## config.mk

```make
export PLATFORM = sky130hd
export DESIGN_NAME = lector_banco
export DESIGN_NICKNAME = d
export VERILOG_FILES = /design/src/rtl/lector_banco.sv
export SDC_FILE = /design/constraint.sdc
export NUM_CORES = 1
export LEC_CHECK = 0
export ABC_AREA = 1
export CAP_MARGIN = 25
export CORE_MARGIN = 5
export CORE_UTILIZATION = 52
export DETAILED_ROUTE_END_ITERATION = 10
export GPL_TIMING_DRIVEN = 0
export PLACE_DENSITY = 0.95
export SLEW_MARGIN = 10
export SYNTH_ARGS = -nofsm -noshare
export SYNTH_HDL_FRONTEND = slang
export SYNTH_SLANG_ARGS = --single-unit
```

## constraint.sdc

```tcl
create_clock -name clk -period 3.45 [get_ports clk]
set_clock_uncertainty 0.2 [all_clocks]
set_input_delay 0.5175 -clock clk [delete_from_list [all_inputs] [get_ports clk]]
set_output_delay 0.5175 -clock clk [all_outputs]
set_load 0.005 [all_outputs]
```

## src/rtl/lector_banco.sv

```systemverilog
// Sequential read-out engine for the register bank.
// On an accepted start it walks base..base+count-1 (mod NREG), fetching two
// registers per bank access through RA1/RA2, and streams each word out over a
// valid/ready interface. It never writes the bank.
//
// state   | meaning
// --------+-----------------------------------------------------------
// S_IDLE  | waiting for start with a non-zero count
// S_FETCH | RA1/RA2 stable, bank data captured at the end of the cycle
// S_SEND0 | presenting the word read through RA1
// S_SEND1 | presenting the word read through RA2
// S_FIN   | one-cycle done pulse, then back to idle
module lector_banco #(
  parameter int NREG = 32,
  parameter int AW   = 5,
  parameter int DW   = 32
) (
  input  logic          clk,
  input  logic          rst_n,
  input  logic          start,
  input  logic [AW-1:0] base,
  input  logic [AW:0]   count,
  output logic [AW-1:0] RA1,
  output logic [AW-1:0] RA2,
  input  logic [DW-1:0] DR1,
  input  logic [DW-1:0] DR2,
  output logic [DW-1:0] out_data,
  output logic [AW-1:0] out_addr,
  output logic          out_last,
  output logic          out_valid,
  input  logic          out_ready,
  output logic          busy,
  output logic          done
);

  typedef enum logic [2:0] {
    S_IDLE,
    S_FETCH,
    S_SEND0,
    S_SEND1,
    S_FIN
  } state_t;

  // Addresses wrap modulo NREG; NREG is a power of two so a mask suffices.
  localparam logic [AW-1:0] ADDR_MASK = AW'(NREG - 1);
  localparam logic [AW-1:0] ADDR_ONE  = AW'(1);
  localparam logic [AW-1:0] ADDR_TWO  = AW'(2);
  localparam logic [AW-1:0] ADDR_TRI  = AW'(3);
  localparam logic [AW:0]   REM_ONE   = (AW+1)'(1);

  state_t        state, state_nxt;
  logic [AW-1:0] ptr;
  logic [AW:0]   rem;
  logic [DW-1:0] buf0, buf1;
  logic [AW-1:0] addr0, addr1;

  logic accept;
  logic hs;
  logic last_word;

  assign accept    = (state == S_IDLE) && start && (count != '0);
  assign hs        = out_valid && out_ready;
  assign last_word = (rem == REM_ONE);

  // State register.
  always_ff @(posedge clk or negedge rst_n) begin
    if (!rst_n) state <= S_IDLE;
    else        state <= state_nxt;
  end

  // Next-state logic.
  always_comb begin
    state_nxt = state;
    case (state)
      S_IDLE:  if (accept) state_nxt = S_FETCH;
      S_FETCH: state_nxt = S_SEND0;
      S_SEND0: if (hs) state_nxt = last_word ? S_FIN : S_SEND1;
      S_SEND1: if (hs) state_nxt = last_word ? S_FIN : S_FETCH;
      S_FIN:   state_nxt = S_IDLE;
      default: state_nxt = S_IDLE;
    endcase
  end

  // Pointer, remaining-word down-counter, bank addresses and word buffers.
  // RA1/RA2 move only on the edge that enters FETCH, so the bank data is
  // settled for the whole FETCH cycle.
  always_ff @(posedge clk or negedge rst_n) begin
    if (!rst_n) begin
      ptr   <= '0;
      rem   <= '0;
      RA1   <= '0;
      RA2   <= '0;
      buf0  <= '0;
      buf1  <= '0;
      addr0 <= '0;
      addr1 <= '0;
    end else begin
      case (state)
        S_IDLE: begin
          if (accept) begin
            ptr <= base;
            rem <= count;
            RA1 <= base;
            RA2 <= (base + ADDR_ONE) & ADDR_MASK;
          end
        end
        S_FETCH: begin
          buf0  <= DR1;
          buf1  <= DR2;
          addr0 <= RA1;
          addr1 <= RA2;
        end
        S_SEND0: begin
          if (hs) rem <= rem - REM_ONE;
        end
        S_SEND1: begin
          if (hs) begin
            rem <= rem - REM_ONE;
            ptr <= (ptr + ADDR_TWO) & ADDR_MASK;
            if (!last_word) begin
              RA1 <= (ptr + ADDR_TWO) & ADDR_MASK;
              RA2 <= (ptr + ADDR_TRI) & ADDR_MASK;
            end
          end
        end
        default: ;
      endcase
    end
  end

  // Output stage decoded from state; the buffers hold across stalls, so the
  // presented word stays stable until it is accepted.
  always_comb begin
    out_valid = 1'b0;
    out_data  = '0;
    out_addr  = '0;
    out_last  = 1'b0;
    busy      = (state != S_IDLE);
    done      = (state == S_FIN);
    case (state)
      S_SEND0: begin
        out_valid = 1'b1;
        out_data  = buf0;
        out_addr  = addr0;
        out_last  = last_word;
      end
      S_SEND1: begin
        out_valid = 1'b1;
        out_data  = buf1;
        out_addr  = addr1;
        out_last  = last_word;
      end
      default: ;
    endcase
  end

endmodule

```

=== Word-level counts from Yosys, hierarchy flattened ===
Cells that the tools add are included.

* Bits in registers: 98
* Input bits: 79
* Output and inout bits: 51

* Add/sub/neg operators: 4
* Eq/ne operators: 10
* Mux-type cells: 23
* Reductions and logical operators: 13

{| class="wikitable"
|+ Operators with widths
! kind !! number
|-
| $pmux 32 s2 || 1
|-
| $pmux 5 s2 || 4
|-
| $mux 5 || 7
|-
| $mux 3 || 5
|-
| $mux 6 || 2
|-
| $pmux 3 s4 || 1
|-
| $pmux 6 s2 || 1
|-
| $add 5x2->5 const B || 2
|-
| $reduce_and 3->1 || 3
|-
| $ne 2x2->1 const B || 4
|-
| $eq 3x2->1 const B || 2
|-
| $eq 6x1->1 const B || 1
|-
| $reduce_bool 6->1 || 1
|-
| $sub 6x1->6 const B || 1
|-
| $add 5x1->5 const B || 1
|-
| $reduce_and 4->1 || 1
|-
| $reduce_bool 2->1 || 2
|-
| $eq 3x1->1 const B || 1
|-
| $eq 3x3->1 const B || 1
|-
| $logic_and 1x1->1 || 3
|-
| $logic_not 3->1 || 1
|-
| $reduce_bool 3->1 || 1
|-
| $mux 1 || 2
|-
| $ne 2x1->1 const B || 1
|-
| $reduce_or 2->1 || 1
|}

=== Depth between registers and ports, before layout ===
Gate-level depths: netlist (run 1).

* Depth after elaboration: 6
* Gate-level depth with buffers: 9
* Depth with buffers taken out: 9

=== Worst setup path after synthesis (run 1) ===
OpenSTA, ideal clock, no wires.

* Path kind: flip-flop to output port
* Start point: register state[2]
* End point: output port out_addr[1]
* Arrival time: 1.193 ns
* Data required time: 2.732 ns
* Setup slack: 1.539 ns
* Stages on the path, launching flop included: 5
* Buffers on the path: 2
* Cell sequence: dfrtp_1 nor3_1 buf_2 buf_2 a22o_1

* Longest elaborated chain between the ends: 2

{| class="wikitable"
|+ Ends and longest elaborated chain
! element !! RTL line !! source
|-
| start: declaration || 51 || <nowiki>state_t state, state_nxt;</nowiki>
|-
| start signal: assignment || 68 || <nowiki>else state <= state_nxt;</nowiki>
|-
| $eq 3x2->1 || 140 || <nowiki>case (state)</nowiki>
|-
| $pmux 5 s2 * || 140 ||
|-
| end: declaration || 28 || <nowiki>output logic [AW-1:0] out_addr,</nowiki>
|}

Mark *: on every way between the ends. The rest lies on a longest branch, timed or not.

=== Final worst setup path (run 1) ===
* Start point: register state[1]
* End point: output port out_addr[0]

The elaborated chain is that of the path after synthesis.

==> results of run 1 <==
==> registers in the layout, indices dropped and copies added, names as in the netlist <==
signal  count
RA2         5
buf0       32
RA1         5
buf1       32
ptr         5
state       3
addr0       5
addr1       5
rem         6
==> per-layer routing <==
layer,part of all wire (%),track usage (%),vias up
met2,48,42.3,202
met5,0,0,-
li1,-,-,2141
met3,7.8,5.61,31
met4,2.8,9.41,0
met1,41,33.5,2193
==> tightest hold or removal path, stage by stage (launching register included) <==
cell and delay (ns):
dfrtp_1 0.35, nand2_1 0.05, nand2_1 0.05
==> cell type report <==
cell class / instances / area, µm² / area share (%)
multi-input cells: 428 / 1980 / 31.3
flip-flops and latches: 98 / 2450 / 38.8
plain buffers: 31 / 140 / 2.21
clock buffers: 9 / 124 / 1.96
repair buffers: 131 / 1330 / 21.0
clock inverters: 7 / 92.6 / 1.46
well taps: 108 / 135 / 2.14
inverters: 20 / 75.1 / 1.19
==> per-stage QoR <==
| stage | total power [mW] | utilization (%) | instances |
|---|---|---|---|
| 6_report | 5.87 | 72.6 | 832 |
| 5_1_grt | 6.33 | 72.6 | 832 |
| 4_1_cts | 5.87 | 72.6 | 832 |
| 3_5_place_dp | 5.07 | 70.0 | 815 |
| 3_3_place_gp | 4.91 | 69.7 | 814 |
| 2_1_floorplan | 3.73 | - | 577 |
==> what timing repair did <==
action / in CTS / in global routing
endpoints found under the hold margin: 39 / 0
hold buffers: 1 / 0
gates resized for setup: 0 / 0
==> cell usage after synthesis, drive strengths merged <==
library cell,count
mux2i,1
o22ai,1
nand3b,1
buf,20
dfrtp,98
o21ai,13
nand3,18
a21boi,1
a21oi,3
nor3,4
nand2,315
ha,6
inv,20
xor2,2
nor2,10
nand4,15
clkbuf,11
a22o,37
xnor2,1
==> path summary, 6_finish.rpt <==
check	to	startpoint	slack, ns
setup / recovery	out_addr[0]	state[1]	0.26
min in group asynchronous	buf1[6]	rst_n	0.46
setup reg to reg	buf0[26]	state[2]	1.58
hold reg to reg	buf0[2]	buf0[2]	0.28
max in group asynchronous	RA2[2]	rst_n	1.90
hold / removal	buf0[2]	buf0[2]	0.28
==> cells by family (layout without fill, tap and decap cells) <==
kind of cell | after synthesis | after routing | synth area share [%]
buffers and inverters | 51 | 198 | 4.63
AOI/OAI and AO/OA | 55 | 55 | 8.99
muxes | 1 | 1 | 0.215
adders and majority gates | 6 | 6 | 1.61
DFF | 98 | 98 | 52.7
xor gates and xnor gates | 3 | 3 | 0.565
and+or+nand+nor | 363 | 363 | 31.3
==> power by group <==
group          leakage, nW  internal [mW]  switching [mW]
combinational         1.90           1.31            1.66
sequential            1.21           1.71           0.388
clock                0.109          0.356           0.440
total                 3.23           3.38            2.49
==> summary.md, run 1 <==
| Metric | Value |
|---|---|
| Gr ovfl total | 0 |
| Synth Warn # | 0 |
| Final number of hold-violating endpoints | 0 |
| Tot GR Track Use | between 20% and 30% |
| CTS tree | built |
| Pin count of the biggest net entering global routing | 60 |
| Pwr Density | 928 mW/mm² |
| Crit path arrival time | between 2 and 2.5 ns |
| Worst-Skew Late Latency | between 0.3 and 0.4 ns |
| Core area | a little under 0.009 mm² |
| TritonRoute pass-1 iters | 5 |
| Slew @ Worst Pin | roughly 0.68 ns |
| Vias | 4567 |
| Total CTS buffers | 9 |
| Peak per-stage delay on the critical path | 0.54 ns |
| Synth top area share | 52.7% |
| Max Freq | between 300 and 400 MHz |
| Post-Syn Area per Cell | about 8.1 µm² |
| Die Height | between 100 and 150 µm |
| Antenna Cells | 0 |
| Worst EP required | approximately 2.7 ns |
| Layout area overhead | 36.1% |
| Total Wirelength | 13.9 mm |
| First-pass GRT wire length | 23.2 mm |
| CP Depth | 5 |
| Clk pin slew, worst setup/hold paths | around 0.10 ns |
| Fillers | 622 |
| CTS Sinks | between 90 and 100 |
| Final slew viol count | 0 |
| Commonest non-fill, non-tap cell in the layout | nand2_1 |
| PortBufs | 129 |
| Setup tns final | 0 ns |
| Std cell rows | 34 |
| CP bufs+invs | 2 |
| Hold path cells | 2 |
| Unrepaired setup endpoints after global routing | no |
| Post-Syn Nets | 662 |
| Status | complete, no violations |
| Peak supply drop | about 420 µV |
| Buffer depth of the longest clock path | 2 |
| Share of cells above drive strength 1 | ~5.5% |
| Final #Nets | 804 |
| Top Ports | 130 |
| Crit-path cells | nand2_1 > nor2_4 > clkbuf_1 > a22o_1 > clkdlybuf4s50_1 |
| Routed wire per std cell | 16.7 µm |
| Final setup vio count | 0 |
| Largest cells by area after synthesis | dfrtp_1, nand2_1, a22o_1, nand4_1, buf_2 |
| Fin area | between 0.006 and 0.007 mm² |
| Clock root cell | clkbuf_8 |
| Remaining routing DRC violations | 0 |
| H-tree Lvls | 3 |
| Maxcap violations | 0 |
| Iter 0 DRT Violations | 348 |
| Seq/Total Area, Yosys | between 50 and 60% |
| Placer congestion estimate | 0.916 |
| Post-DRT Antenna Nets | 0 |
| Worst Setup End Kind | output pin |
| Worst Reg2Reg Path Length in Cells | 6 |
| WHS | 0.280 ns |
| Post-CTS setup buffers | 0 |
| CP max-delay cell | clkbuf_1 |
| Most frequent cells in the layout | nand2_1, clkdlybuf4s50_1, dfrtp_1 |
| Critical path class | reg2out |
| Die X | 105 µm |
| Worst slack at placement | between 0.6 and 0.7 ns |
| Cell Area, Placed | a little over 0.006 mm² |
| Synthesized area | about 0.0047 mm² |
| Vias per cell | 5.49 |
| Cell family with most CP delay | buffers and inverters |
| Worst setup SP type | flop |
| Starting Density | 53.3% |
| Fin crit share | roughly 92% |
| Tmin final | roughly 3.2 ns |
| Die area | between 0.01 and 0.015 mm² |
| Vias in the first global route | roughly 4700 |
| DP Wirelength | around 10 mm |
| FF+latch count, synth | 98 |
| Worst Hold Class | reg2reg |
| Final WS setup | 0.263 ns |
| Rel. slew slack | a little over half |
| Initial antenna violation count | 0 |
| Static leakage | about 3.2 nW |
| Synth area leader | dfrtp_1 |
| Synth unique cells | 26 |
| Worst-path fanout max | 10 |
| Mapped Cells | a little under 600 |
Note: power is estimated with default switching activity, not from simulation.
==> run 2, diff against run 1 <==
- CAP_MARGIN: 25 -> 20
- CORE_UTILIZATION: 52 -> 55
- DONT_BUFFER_PORTS: not set -> 1
- PLACE_DENSITY: 0.95 -> 0.8
==> summary.md, run 2 (same netlist as run 1, synthesis figures left out) <==
| Metric | Value |
|---|---|
| Total CTS buffers | 9 (unchanged) |
| Clk pin slew, worst setup/hold paths | 0.08 ns (was 0.10 ns) |
| Cell Area, Placed | 0.00478 mm² (was 0.00610 mm²) |
| Critical path class | reg2out (unchanged) |
| Final #Nets | 675 (was 804) |
| Worst Hold Class | in2reg (was reg2reg) |
| Post-DRT Antenna Nets | 0 (unchanged) |
| Most frequent cells in the layout | nand2_1, dfrtp_1, a22o_1 (was nand2_1, clkdlybuf4s50_1, dfrtp_1) |
| Top Ports | 130 (unchanged) |
| Rel. slew slack | 52.1% (was 54.5%) |
| Worst slack at placement | 1.11 ns (was 0.676 ns) |
| Std cell rows | 33 (was 34) |
| Cts hold-fix bufs | 2 (was 1) |
| WHS | 0.0736 ns (was 0.280 ns) |
| H-tree Lvls | 3 (unchanged) |
| Placer congestion estimate | 0.894 (was 0.916) |
| Final WS setup | 0.717 ns (was 0.263 ns) |
| Unrepaired setup endpoints after global routing | no (unchanged) |
| Antenna Cells | 0 (unchanged) |
| Fin crit share | 79.2% (was 92.4%) |
| Post-CTS setup buffers | 0 (unchanged) |
| Critical path origin | state[1] (unchanged) |
| Vias per cell | 5.57 (was 5.49) |
| Pin count of the biggest net entering global routing | 99 (was 60) |
| Hold path cells | 1 (was 2) |
| Max Freq | 366 MHz (was 314 MHz) |
| Regs by FF count | buf0 (32), buf1 (32), rem (6) (unchanged) |
| Final number of hold-violating endpoints | 0 (unchanged) |
| CTS tree | built (unchanged) |
| Multi-input gate area | 0.00198 mm² (unchanged) |
| Hold_sp | out_ready (was buf0[2]) |
| Buffer depth of the longest clock path | 2 (unchanged) |
| First-pass GRT wire length | 19.5 mm (was 23.2 mm) |
| Register Area | 0.00245 mm² (unchanged) |
| DP Wirelength | 8.82 mm (was 10.4 mm) |
| Share of cells above drive strength 1 | 6.39% (was 5.52%) |
| Pwr Density | 1020 mW/mm² (was 928 mW/mm²) |
| Status | complete, no violations (unchanged) |
| Die area | 0.0104 mm² (was 0.0109 mm²) |
| Slew @ Worst Pin | 0.718 ns (was 0.683 ns) |
| TritonRoute pass-1 iters | 4 (was 5) |
| Final cell count without fillers | 700 (was 832) |
| Worst Setup End Kind | output pin (unchanged) |
| Tmin final | 2.73 ns (was 3.19 ns) |
| Iter 0 DRT Violations | 199 (was 348) |
| Layout area overhead | 7.83% (was 36.1%) |
| Fillers | 735 (was 622) |
| Routed wire per std cell | 17.3 µm (was 16.7 µm) |
| Worst Reg2Reg Path Length in Cells | 6 (unchanged) |
| CTS Sinks | 98 (unchanged) |
| Die X | 102 µm (was 105 µm) |
| Fin area | 0.00501 mm² (was 0.00633 mm²) |
| Peak supply drop | 440 µV (was 416 µV) |
| Starting Density | 56.6% (was 53.3%) |
| Worst-path fanout max | 10 (unchanged) |
| Vias | 3900 (was 4567) |
| Vias in the first global route | 3929 (was 4691) |
| Worst-Skew Late Latency | 0.35 ns (was 0.36 ns) |
| Static leakage | 2.72 nW (was 3.23 nW) |
| Tot GR Track Use | 24.0% (was 25.7%) |
| Initial antenna violation count | 0 (unchanged) |
| Die Height | 102 µm (was 105 µm) |
| Final setup vio count | 0 (unchanged) |
| Gr ovfl total | 0 (unchanged) |
| DP Cell Count | 682 (was 815) |
| Worst setup SP type | flop (unchanged) |
| Crit path arrival time | 2.02 ns (was 2.47 ns) |
| Core area | 0.00822 mm² (was 0.00872 mm²) |
| Worst EP required | 2.73 ns (about the same) |
| Setup tns final | 0 ns (unchanged) |
| Total Wirelength | 12.1 mm (was 13.9 mm) |
| Maxcap violations | 0 (unchanged) |
| Remaining routing DRC violations | 0 (unchanged) |
| PortBufs | 0 (was 129) |
| Final slew viol count | 0 (unchanged) |
| Reg-to-Reg Start | state[2] (unchanged) |
| Clock root cell | clkbuf_8 (unchanged) |
| Commonest non-fill, non-tap cell in the layout | nand2_1 (unchanged) |
| Post-cts gate resize count | 0 (unchanged) |
==> run 2: cell count changes in the layout (fill, tap and decap cells not counted), sizes merged <==
cell           previous run  this run
clkinvlp                  0         2
clkinv                    2         3
inv                      24        20
buf                      22        21
clkdlybuf4s50           128         0
clkbuf                   20        21
==> run 2: layout make-up <==
type                    count  area share (%)
multi-input cells         428            39.5
inverters                  20            1.50
well taps                 105            2.62
clock inverters             6            1.35
plain buffers              31            2.79
flip-flops and latches     98            48.9
repair buffers              2           0.749
clock buffers              10            2.54
==> run 2: final timing paths <==
check | slack (ns) | to
max | 0.72 | out_data[28]
min in group asynchronous | 0.54 | buf1[7]
max reg2reg | 1.60 | addr0[2]
min reg2reg | 0.28 | buf0[17]
min | 0.07 | state[0]
max in group asynchronous | 2.13 | buf0[17]
==> run 2: worst max-delay path, cell delays in order (launching register included) <==
cell and delay [ns]:
dfrtp_1 0.45, nand2_1 0.12, nor2_4 0.22, clkbuf_1 0.59, a22o_1 0.30
==> run 2: stage by stage <==
step | util (%) | total power [mW]
CTS | 61.0 | 5.16
global route | 61.0 | 5.60
detailed placement | 58.2 | 4.40
global placement | 58.2 | 4.26
floorplan | - | 3.73
finish | 61.0 | 5.13
==> run 2: where the power goes <==
| part | internal (mW) | switching [mW] | total [mW] |
|---|---|---|---|
| logic | 0.778 | 1.52 | 2.30 |
| clock network | 0.337 | 0.395 | 0.732 |
| registers | 1.71 | 0.383 | 2.10 |
==> run 2: routing by layer <==
metal	GRT usage, %	share of wire [%]
met3	6.83	8.1
met5	0	0
met4	6.46	1.8
met1	29.5	40
met2	41.5	50
